`src/rtl/vga_timing_pkg.sv`:
```
// Default 640x480@60 timing constants, derived sync windows and shared types
// for the VGA frame core and its delay line.
package vga_timing_pkg;

    typedef logic [10:0] coord_t;

    localparam int H_DISP  = 640;
    localparam int H_FRONT = 16;
    localparam int H_BACK  = 48;
    localparam int H_RETR  = 96;
    localparam int V_DISP  = 480;
    localparam int V_FRONT = 10;
    localparam int V_BACK  = 33;
    localparam int V_RETR  = 2;

    localparam int HT       = H_DISP + H_FRONT + H_BACK + H_RETR;
    localparam int VT       = V_DISP + V_FRONT + V_BACK + V_RETR;
    localparam int HS_START = H_DISP + H_FRONT;
    localparam int HS_END   = HS_START + H_RETR - 1;
    localparam int VS_START = V_DISP + V_FRONT;
    localparam int VS_END   = VS_START + V_RETR - 1;

    // Timing flags carried down the delay line; syncs are active-low.
    typedef struct packed {
        logic hs;
        logic vs;
        logic von;
    } sync_t;

    localparam sync_t SYNC_IDLE = '{hs: 1'b1, vs: 1'b1, von: 1'b0};

    function automatic logic in_range(input coord_t v, input coord_t lo, input coord_t hi);
        return (v >= lo) && (v <= hi);
    endfunction

endpackage

```
`src/rtl/vga_delay_line.sv`:
```
// W-bit, DLY-stage clk-rate shift register with async active-low reset to INIT.
module vga_delay_line #(
    parameter int           W    = 1,
    parameter int           DLY  = 1,
    parameter logic [W-1:0] INIT = '0
) (
    input  logic         clk,
    input  logic         reset_n,
    input  logic [W-1:0] d,
    output logic [W-1:0] q
);

    logic [DLY-1:0][W-1:0] pipe;

    always_ff @(posedge clk or negedge reset_n) begin
        if (!reset_n) begin
            pipe <= {DLY{INIT}};
        end else begin
            pipe[0] <= d;
            for (int i = 1; i < DLY; i++) begin
                pipe[i] <= pipe[i-1];
            end
        end
    end

    assign q = pipe[DLY-1];

endmodule

```
`src/rtl/vga_sync_frame_core.sv`:
```
// Pixel-rate frame counter (x, y) for the stream cores plus the latency-matched
// sync/blanking output stage that drives the VGA pins.
module vga_sync_frame_core
    import vga_timing_pkg::*;
#(
    parameter int CD       = 12,
    parameter int HD       = H_DISP,
    parameter int HF       = H_FRONT,
    parameter int HB       = H_BACK,
    parameter int HR       = H_RETR,
    parameter int VD       = V_DISP,
    parameter int VF       = V_FRONT,
    parameter int VB       = V_BACK,
    parameter int VR       = V_RETR,
    parameter int TICK_DIV = 4,
    parameter int PIPE_DLY = 2
) (
    input  logic          clk,
    input  logic          reset_n,
    output logic [10:0]   x,
    output logic [10:0]   y,
    output logic          pixel_tick,
    output logic          frame_start,
    input  logic [CD-1:0] si_rgb,
    output logic          hsync,
    output logic          vsync,
    output logic [CD-1:0] rgb
);

    localparam coord_t H_MAX = coord_t'(HD + HF + HB + HR - 1);
    localparam coord_t V_MAX = coord_t'(VD + VF + VB + VR - 1);
    localparam coord_t H_VIS = coord_t'(HD);
    localparam coord_t V_VIS = coord_t'(VD);
    localparam coord_t HS_LO = coord_t'(HD + HF);
    localparam coord_t HS_HI = coord_t'(HD + HF + HR - 1);
    localparam coord_t VS_LO = coord_t'(VD + VF);
    localparam coord_t VS_HI = coord_t'(VD + VF + VR - 1);

    localparam int          TW    = (TICK_DIV > 1) ? $clog2(TICK_DIV) : 1;
    localparam logic [TW-1:0] T_MAX = TW'(TICK_DIV - 1);

    logic [TW-1:0] tick_cnt, tick_nxt;
    logic          tick_flag_nxt;
    logic          fs_nxt;
    coord_t        x_nxt, y_nxt;
    sync_t         raw, dly;

    // pixel_tick and frame_start are registered from next-state values so they
    // line up with tick_cnt==TICK_DIV-1 and with the tick that wraps to 0,0.
    always_comb begin
        tick_nxt      = (tick_cnt == T_MAX) ? '0 : tick_cnt + TW'(1);
        tick_flag_nxt = (tick_nxt == T_MAX);
        x_nxt         = x;
        y_nxt         = y;
        if (pixel_tick) begin
            if (x == H_MAX) begin
                x_nxt = '0;
                y_nxt = (y == V_MAX) ? '0 : y + 11'd1;
            end else begin
                x_nxt = x + 11'd1;
            end
        end
        fs_nxt = tick_flag_nxt && (x_nxt == H_MAX) && (y_nxt == V_MAX);
    end

    always_ff @(posedge clk or negedge reset_n) begin
        if (!reset_n) begin
            tick_cnt    <= '0;
            pixel_tick  <= 1'b0;
            frame_start <= 1'b0;
            x           <= '0;
            y           <= '0;
        end else begin
            tick_cnt    <= tick_nxt;
            pixel_tick  <= tick_flag_nxt;
            frame_start <= fs_nxt;
            x           <= x_nxt;
            y           <= y_nxt;
        end
    end

    always_comb begin
        raw.hs  = ~in_range(x, HS_LO, HS_HI);
        raw.vs  = ~in_range(y, VS_LO, VS_HI);
        raw.von = (x < H_VIS) && (y < V_VIS);
    end

    // Matches the stream pipeline latency so rgb and syncs leave together.
    vga_delay_line #(
        .W    ($bits(sync_t)),
        .DLY  (PIPE_DLY),
        .INIT (SYNC_IDLE)
    ) u_sync_dly (
        .clk     (clk),
        .reset_n (reset_n),
        .d       (raw),
        .q       (dly)
    );

    always_ff @(posedge clk or negedge reset_n) begin
        if (!reset_n) begin
            hsync <= 1'b1;
            vsync <= 1'b1;
            rgb   <= '0;
        end else begin
            hsync <= dly.hs;
            vsync <= dly.vs;
            rgb   <= dly.von ? si_rgb : '0;
        end
    end

endmodule

```
`config.mk`:
```
export PLATFORM = sky130hd
export DESIGN_NAME = vga_sync_frame_core
export DESIGN_NICKNAME = d
export VERILOG_FILES = /design/src/rtl/vga_timing_pkg.sv /design/src/rtl/vga_delay_line.sv /design/src/rtl/vga_sync_frame_core.sv
export SDC_FILE = /design/constraint.sdc
export NUM_CORES = 1
export LEC_CHECK = 0
export ABC_AREA = 1
export CAP_MARGIN = 20
export CORE_ASPECT_RATIO = 1.2
export CORE_MARGIN = 1
export CORE_UTILIZATION = 55
export DETAILED_ROUTE_END_ITERATION = 6
export GPL_TIMING_DRIVEN = 0
export PLACE_DENSITY = 0.94
export SLEW_MARGIN = 30
export SYNTH_ARGS = -nofsm -noshare
export SYNTH_HDL_FRONTEND = slang
export SYNTH_SLANG_ARGS = --single-unit
```
`constraint.sdc`:
```
create_clock -name clk -period 3.6 [get_ports clk]
set_input_delay 0.9 -clock clk [delete_from_list [all_inputs] [get_ports clk]]
set_output_delay 0.9 -clock clk [all_outputs]
set_load 0.03 [all_outputs]
```
==> results of run 1 <==
## registers in the layout (all words and copies together) (netlist names)
signal           count
rgb                 12
x                   11
y                   11
u_sync_dly.pipe      3
u_sync_dly.q         3
tick_cnt             2
frame_start          1
hsync                1
pixel_tick           1
vsync                1
## layout make-up
cell class	instances	area [sq um]	share of cell area, %
flip-flops and latches	46	1160	36.9
multi-input cells	196	1000	32.0
plain buffers	3	22.5	0.718
well taps	56	70.1	2.23
inverters	65	244	7.78
repair buffers	52	526	16.7
clock buffers	5	68.8	2.19
clock inverters	3	43.8	1.40
## worst max path at each step
stage	start	end	slack, ns	cells past startpoint
final	x[7]	x[7]	1.16	1
after global routing	x[7]	x[7]	1.14	1
after CTS	vsync	vsync	1.17	1
after detailed placement	vsync	vsync	1.51	1
after global placement	reset_n	y[2]	0.49	1
after floorplan	x[1]	frame_start	1.80	11
## metal layers
metal | GRT usage, % | vias up
met5 | 0 | -
met4 | 10.6 | 0
met3 | 4.24 | 14
met2 | 48.1 | 67
met1 | 30.0 | 986
li1 | - | 1053
## power by group through the flow
stage,sequential (uW),clock (uW),combinational [uW]
after floorplan,550,0,4.87
after global placement,535,0,56.8
after detailed placement,535,0,60.7
after CTS,525,396,60.9
after global routing,526,419,64.9
final,525,392,59.9
## cells in the mapped netlist, drive strengths merged
master	number	area, sq um
inv	65	244
clkbuf	1	3.75
nand4	4	25.0
xor2	2	17.5
nor2	40	201
o21ai	7	35.0
dfstp	6	158
o21bai	1	7.51
o211ai	1	7.51
nor4	1	6.26
dfrtp	40	1000
buf	2	18.8
a21oi	2	10.0
nor3	5	30.0
nand2	94	373
o221ai	1	8.76
ha	8	100
nand3	30	183
## cell families after synthesis
logic type / Yosys count
flops: 46
compound gates: 12
xor+xnor: 2
buf+inv: 68
fa+ha+maj: 8
simple gates: 174
## metrics by stage
step / total power, uW / area, sq um / std cells
2_1_floorplan: 555 / 2430 / 310
3_3_place_gp: 592 / 3010 / 417
3_5_place_dp: 596 / 3030 / 418
4_1_cts: 982 / 3140 / 426
5_1_grt: 1010 / 3140 / 426
6_report: 976 / 3140 / 426
==> flow_metrics.py, run 1 <==
metrics = {
    "timing": {
        "tns_ns": 0,
        "rsz0062_at_grt": "no",
        "min_period_ns": 2.44,
        "clock_skew_ns": 0.00970,
        "setup_violations": 0,
        "post-route-period-util_pct": 67.7,
        "fmax_ghz": 0.411,
        "slew_violations": 0,
        "max-slew-margin-rel_pct": 65.4,
        "worst_pin_slew_ns": 0.515,
        "hold_viol": 0,
        "holdWs_ns": 0.359,
        "final.setup.worst_slack_ns": 1.16,
    },
    "status": {
        "outcome": "finished clean",
    },
    "finish": {
        "fill_cells": 318,
        "finalCoreUtilization_pct": 73.6,
        "layout.nets": 391,
        "final_common_cell": "nand2_1",
        "synthToLayoutAreaGrowth_pct": 29.1,
        "drive_above_1_share_pct": 12.4,
        "final_cell_mix": "nand2_1, inv_1, clkdlybuf4s50_1",
        "antennaDiodeCount": 0,
    },
    "critical_path": {
        "critPathTopFamily": "buffers and inverters",
        "r2r_cells": 11,
        "rr_endpoint": "frame_start",
        "critPathRequiredTime_ns": 2.70,
        "crit_path_end_kind": "output port",
        "crit_arrival_ns": 1.54,
        "start_kind": "register",
        "regToRegStartpoint": "x[0]",
        "crit_chain": "clkdlybuf4s50_1",
        "critPathSlowestCell": "clkdlybuf4s50_1",
        "path_buf_inv": 1,
        "max_stage_delay_ns": 0.73,
        "critPathKind": "register to output port",
        "cp_max_fo": 7,
        "reg2reg_slack_ns": 1.67,
    },
    "power": {
        "sequentialPowerShare_pct": 53.8,
        "clkPwrFrac_pct": 40.1,
        "peakVddDrop_v": 0.000200,
        "power_density_mw_per_mm2": 311,
        "switchingPower_uw": 217,
        "p_leak_uw": 0.00161,
        "p_comb_share_pct": 6.1,
        "p_sw_share_pct": 22.3,
        "p_int_uw": 759,
    },
    "drt": {
        "top_layer": "met4",
        "met3WireLength_um": 231,
        "wirelength_mm": 5.54,
        "vias": 2120,
        "via_per_inst": 4.98,
        "met1_length_mm": 2.32,
        "firstDrtPassIters": 5,
        "wl_per_cell_um": 13.0,
        "drc": 0,
        "drtIter0Drc": 84,
        "dr_wl_met2_mm": 2.86,
        "antenna_left": 0,
    },
    "synthesis": {
        "synth_top_family_by_area": "simple AND/OR/NAND/NOR gates",
        "ys_types": 28,
        "synth.mux.area_fraction_pct": 0,
        "syn-num-nets": 332,
        "synth_warnings": 0,
        "synthXorXnorAreaFrac_pct": 0.721,
        "synth-seq-area-share_pct": 47.7,
        "synth-adder-area-share_pct": 4.12,
        "avgSynthCellArea_sq_um": 7.84,
        "synth-simple-area-share_pct": 33.7,
        "synth_compound_area_share_pct": 2.83,
        "synth-seq-cells": 46,
        "synthesis.area_sq_mm": 0.00243,
        "synthCells": 310,
    },
    "clocking": {
        "cts_root_buffer": "clkbuf_8",
        "cts_hold_buf": 0,
        "postCtsSetupRepairBufs": 0,
        "numCtsBuffers": 5,
        "clk_pin_slew_ns": 0.09,
        "htreeDepth": 2,
        "cts_buffer_depth": 2,
        "cts_resized": 0,
        "clk_latency_ns": 0.31,
        "cts_sinks": 46,
        "cts_tree": "done",
    },
    "placement": {
        "hpwl_mm": 4.22,
        "pre_cts_ws_ns": 1.51,
        "numPortBuffers": 51,
        "place.gp.congestion": 0.912,
    },
    "min_path": {
        "whs_path_depth": 0,
        "hold_class": "register to register",
        "holdPathEnd": "u_sync_dly.q[2]",
        "worstHoldStart": "u_sync_dly.pipe[2]",
    },
    "floorplan": {
        "chipWidth_um": 62.7,
        "start_util_pct": 57.0,
        "io_pins": 52,
        "core_sq_mm": 0.00426,
        "die_h_um": 74.8,
        "rows": 26,
        "die_area_sq_mm": 0.00469,
    },
    "global_route": {
        "grt_remaining_overflow": 0,
        "grt_pass1_wl_mm": 9.29,
        "grt_use_total_pct": 25.9,
        "antenna_found_initial": 0,
        "grt_max_degree": 31,
        "grt_pass1_vias": 2020,
    },
    "flow_run": {
        "max_cap_violations": 0,
    },
}
Power figures use the tool's default switching activity.
==> inputs of run 2 (changes only) <==
--- a/config.mk
+++ b/config.mk
@@ -9,10 +9,10 @@
 export CAP_MARGIN = 20
 export CORE_ASPECT_RATIO = 1.2
 export CORE_MARGIN = 1
-export CORE_UTILIZATION = 55
+export CORE_UTILIZATION = 46
 export DETAILED_ROUTE_END_ITERATION = 6
 export GPL_TIMING_DRIVEN = 0
-export PLACE_DENSITY = 0.94
+export PLACE_DENSITY = 0.85
 export SLEW_MARGIN = 30
 export SYNTH_ARGS = -nofsm -noshare
 export SYNTH_HDL_FRONTEND = slang
==> constraint.sdc (replaced) <==
create_clock -name clk -period 2.1 [get_ports clk]
set_input_delay 0.525 -clock clk [delete_from_list [all_inputs] [get_ports clk]]
set_output_delay 0.525 -clock clk [all_outputs]
set_load 0.03 [all_outputs]
==> flow_metrics.py, run 2 (synthesis results as in run 1) <==
metrics = {
    "global_route": {
        "grt_use_total_pct": 20.7,
        "grt_pass1_vias": 1913,
        "grt_remaining_overflow": 0,
        "antenna_found_initial": 0,
        "grt_pass1_wl_mm": 8.51,
        "grt_max_degree": 47,
    },
    "critical_path": {
        "regToRegStartpoint": "x[1]",
        "critPathKind": "register to output port",
        "start_kind": "register",
        "max_stage_delay_ns": 0.73,
        "critPathSlowestCell": "clkdlybuf4s50_1",
        "crit_path_end_kind": "output port",
        "cp_max_fo": 7,
        "crit_arrival_ns": 1.50,
        "critPathRequiredTime_ns": 1.57,
        "critPathTopFamily": "buffers and inverters",
        "path_buf_inv": 1,
        "startpoint": "x[6]",
        "crit_chain": "clkdlybuf4s50_1",
    },
    "placement": {
        "place.gp.congestion": 0.861,
        "numPortBuffers": 51,
        "dp.cells": 421,
        "pre_cts_ws_ns": 0.197,
        "hpwl_mm": 3.94,
    },
    "clocking": {
        "cts_tree": "done",
        "clk_latency_ns": 0.29,
        "cts_sinks": 46,
        "numCtsBuffers": 5,
        "clk_pin_slew_ns": 0.08,
        "cts_root_buffer": "clkbuf_8",
        "postCtsSetupRepairBufs": 0,
        "htreeDepth": 2,
        "cts_buffer_depth": 2,
        "cts_resized": 0,
        "cts_hold_buf": 0,
    },
    "timing": {
        "min_period_ns": 2.02,
        "worst_pin_slew_ns": 0.560,
        "hold_viol": 0,
        "rsz0062_at_grt": "no",
        "final.setup.worst_slack_ns": 0.0790,
        "slew_violations": 0,
        "tns_ns": 0,
        "setup_violations": 0,
        "clock_skew_ns": 0.00753,
        "max-slew-margin-rel_pct": 62.7,
        "fmax_ghz": 0.495,
        "post-route-period-util_pct": 96.2,
    },
    "min_path": {
        "hold_class": "input pin to asynchronous set/reset pin",
    },
    "finish": {
        "largest_reg_flops": 12,
        "reg_top3": "rgb x12, x x11, y x11",
        "final_common_cell": "nand2_1",
        "synthToLayoutAreaGrowth_pct": 27.5,
        "final_cell_mix": "nand2_1, inv_1, clkdlybuf4s50_1",
        "layout.nets": 390,
        "antennaDiodeCount": 0,
        "layout.cells.non_filler": 429,
        "drive_above_1_share_pct": 12.2,
        "largest-register": "rgb",
    },
    "floorplan": {
        "rows": 28,
        "die_h_um": 81.6,
        "core_sq_mm": 0.00501,
        "die_area_sq_mm": 0.00558,
        "chipWidth_um": 68.3,
        "start_util_pct": 48.5,
        "io_pins": 52,
    },
    "drt": {
        "vias": 2082,
        "via_per_inst": 4.85,
        "wirelength_mm": 5.15,
        "drtIter0Drc": 117,
        "wl_per_cell_um": 12.0,
        "antenna_left": 0,
        "drc": 0,
        "firstDrtPassIters": 4,
    },
    "flow_run": {
        "max_cap_violations": 0,
    },
    "power": {
        "p_total_uw": 1510,
        "peakVddDrop_v": 0.000234,
        "power_density_mw_per_mm2": 487,
        "p_leak_uw": 0.00161,
    },
    "status": {
        "outcome": "finished clean",
    },
}
run 2: layer usage:
| layer | vias to the layer above | routed length (um) | global-route usage (%) |
|---|---|---|---|
| met5 | - | 0 | 0 |
| met1 | 938 | 2230 | 25.8 |
| met2 | 79 | 2410 | 34.3 |
| met3 | 12 | 357 | 3.89 |
| li1 | 1053 | - | - |
| met4 | 0 | 149 | 9.17 |
run 2: path summary, 6_finish.rpt:
| path | to | slack [ns] | depth (start not counted) |
|---|---|---|---|
| setup / recovery | x[6] | 0.08 | 1 |
| hold / removal | x[6] | 0.22 | 1 |
| setup reg to reg | frame_start | 0.21 | 13 |
| hold reg to reg | u_sync_dly.q[0] | 0.35 | 0 |
| max in group asynchronous | x[0] | 1.48 | 1 |
| min in group clk | u_sync_dly.q[0] | 0.35 | 0 |
run 2: stage by stage:
step | area [sq um] | util [%] | hold slack [ns]
finish | 3100 | 61.9 | 0.217
global route | 3100 | 61.9 | 0.262
CTS | 3100 | 61.8 | 0.237
detailed placement | 3010 | 60.1 | 0.337
global placement | 3020 | 60.2 | 0.334
floorplan | 2430 | - | 0.229
run 2: layout make-up:
cell class,instances,area (sq um)
clock inverters,2,10.0
fillers,438,1910
plain buffers,3,22.5
repair buffers,51,510
well taps,60,75.1
inverters,65,244
flip-flops and latches,46,1160
multi-input cells,196,1000
clock buffers,6,72.6
run 2: power by group:
group	internal, uW	switching, uW
Combinational	44.1	53.4
Sequential	897	2.93
Clock	231	280
==> inputs of run 3 (changes only) <==
--- a/config.mk
+++ b/config.mk
@@ -8,11 +8,12 @@
 export ABC_AREA = 1
 export CAP_MARGIN = 20
 export CORE_ASPECT_RATIO = 1.2
-export CORE_MARGIN = 1
+export CORE_MARGIN = 2
 export CORE_UTILIZATION = 46
 export DETAILED_ROUTE_END_ITERATION = 6
 export GPL_TIMING_DRIVEN = 0
 export PLACE_DENSITY = 0.85
+export REMOVE_ABC_BUFFERS = 1
 export SLEW_MARGIN = 30
 export SYNTH_ARGS = -nofsm -noshare
 export SYNTH_HDL_FRONTEND = slang
==> flow_metrics.py, run 3 (synthesis results as in run 1) <==
metrics = {
    "critical_path": {
        "regToRegStartpoint": "x[0]",
        "cp_max_fo": 7,
        "crit_path_end_kind": "output port",
        "critPathRequiredTime_ns": 1.57,
        "start_kind": "register",
        "startpoint": "x[7]",
        "path_buf_inv": 1,
        "critPathTopFamily": "buffers and inverters",
        "crit_arrival_ns": 1.49,
        "crit_chain": "clkdlybuf4s50_1",
        "critPathKind": "register to output port",
        "max_stage_delay_ns": 0.72,
        "critPathSlowestCell": "clkdlybuf4s50_1",
    },
    "placement": {
        "numPortBuffers": 51,
        "dp.cells": 421,
        "place.gp.congestion": 0.858,
        "hpwl_mm": 4.20,
        "pre_cts_ws_ns": 0.209,
    },
    "flow_run": {
        "max_cap_violations": 0,
    },
    "finish": {
        "largest_reg_flops": 12,
        "synthToLayoutAreaGrowth_pct": 27.2,
        "final_common_cell": "nand2_1",
        "largest-register": "rgb",
        "fill_cells": 464,
        "layout.nets": 388,
        "seq_area_sq_mm": 0.00116,
        "multi_input_area_sq_mm": 0.00100,
        "drive_above_1_share_pct": 11.7,
        "final_cell_mix": "nand2_1, inv_1, clkdlybuf4s50_1",
        "antennaDiodeCount": 0,
        "layout.cells.non_filler": 429,
        "reg_top3": "rgb x12, x x11, y x11",
    },
    "status": {
        "outcome": "finished clean",
    },
    "global_route": {
        "antenna_found_initial": 0,
        "grt_remaining_overflow": 0,
        "grt_pass1_wl_mm": 9.05,
        "grt_util_met2_pct": 34.0,
        "grt_pass1_vias": 2037,
        "grt_use_total_pct": 19.3,
        "top_usage_layer": "met2",
        "grt_max_degree": 29,
        "met1_usage_pct": 22.3,
        "use_met3_pct": 5.07,
    },
    "drt": {
        "wirelength_mm": 5.35,
        "firstDrtPassIters": 4,
        "drtIter0Drc": 121,
        "wl_per_cell_um": 12.5,
        "drc": 0,
        "via_per_inst": 4.87,
        "antenna_left": 0,
        "vias": 2088,
    },
    "floorplan": {
        "die_area_sq_mm": 0.00588,
        "die_h_um": 83.6,
        "core_sq_mm": 0.00519,
        "start_util_pct": 46.8,
        "io_pins": 52,
        "rows": 29,
        "chipWidth_um": 70.3,
    },
    "timing": {
        "fmax_ghz": 0.496,
        "hold_viol": 0,
        "max-slew-margin-rel_pct": 62.8,
        "final.setup.worst_slack_ns": 0.0829,
        "setup_violations": 0,
        "holdWs_ns": 0.171,
        "clock_skew_ns": 0.00504,
        "min_period_ns": 2.02,
        "post-route-period-util_pct": 96.1,
        "worst_pin_slew_ns": 0.554,
        "rsz0062_at_grt": "no",
        "slew_violations": 0,
    },
    "clocking": {
        "htreeDepth": 2,
        "cts_root_buffer": "clkbuf_8",
        "cts_tree": "done",
        "clk_latency_ns": 0.29,
        "numCtsBuffers": 5,
        "clk_pin_slew_ns": 0.08,
        "postCtsSetupRepairBufs": 0,
        "cts_sinks": 46,
        "cts_buffer_depth": 2,
    },
    "power": {
        "p_total_uw": 1520,
        "sequentialPowerShare_pct": 59.1,
        "p_int_uw": 1180,
        "p_comb_share_pct": 6.7,
        "power_density_mw_per_mm2": 493,
        "p_leak_uw": 0.00160,
        "clkPwrFrac_pct": 34.2,
        "switchingPower_uw": 347,
        "p_sw_share_pct": 22.8,
        "peakVddDrop_v": 0.000224,
    },
    "min_path": {
        "hold_class": "input pin to asynchronous set/reset pin",
    },
}
run 3: cell count changes in the layout (fill, tap and decap cells not counted), sizes merged:
| cell | delta |
|---|---|
| dlymetal6s2s | -1 |
| dlygate4sd2 | +2 |
| buf | -1 |
| clkbuf | -1 |
| clkdlybuf4s50 | -1 |
run 3: worst paths after layout:
kind                                   end  cells past startpoint  slack, ns
setup / recovery                      x[7]                      1       0.08
hold / removal                        x[6]                      1       0.17
setup reg to reg               frame_start                     11       0.22
hold reg to reg            u_sync_dly.q[0]                      0       0.36
max in group asynchronous            vsync                      2       1.35
min in group clk           u_sync_dly.q[0]                      0       0.36
run 3: cell type report:
cell class | instances | share of cell area [%]
Sequential cell | 46 | 37.5
Clock inverter | 2 | 0.324
Clock buffer | 6 | 2.35
Inverter | 65 | 7.89
Multi-Input combinational cell | 196 | 32.5
Tap cell | 62 | 2.51
Timing Repair Buffer | 52 | 16.9
run 3: power groups by stage:
stage | clock network, uW | logic [uW] | registers (uW)
2_1_floorplan | 0 | 8.33 | 942
3_3_place_gp | 0 | 98.8 | 917
3_5_place_dp | 0 | 104 | 917
4_1_cts | 543 | 105 | 900
5_1_grt | 578 | 111 | 901
6_report | 521 | 102 | 900
run 3: per-stage QoR:
stage | utilization (%) | instance area [sq um] | TNS (ns)
after floorplan | - | 2410 | 0
after global placement | 57.7 | 3000 | -27.51
after detailed placement | 58.0 | 3010 | 0
after CTS | 59.6 | 3090 | 0
after global routing | 59.6 | 3090 | 0
final | 59.6 | 3090 | 0
run 3: layer usage:
metal	vias up	wire length, um	share of wire (%)
met2	61	2760	52
met1	971	2210	41
li1	1048	-	-
met5	-	0	0
met3	8	307	5.7
met4	0	70	1.3
run 3: repair_timing:
| action | 4_1_cts | 5_1_grt |
|---|---|---|
| gates resized for setup | 2 | 0 |
| endpoints found under the setup margin | 2 | 0 |
| hold buffers | 0 | 0 |
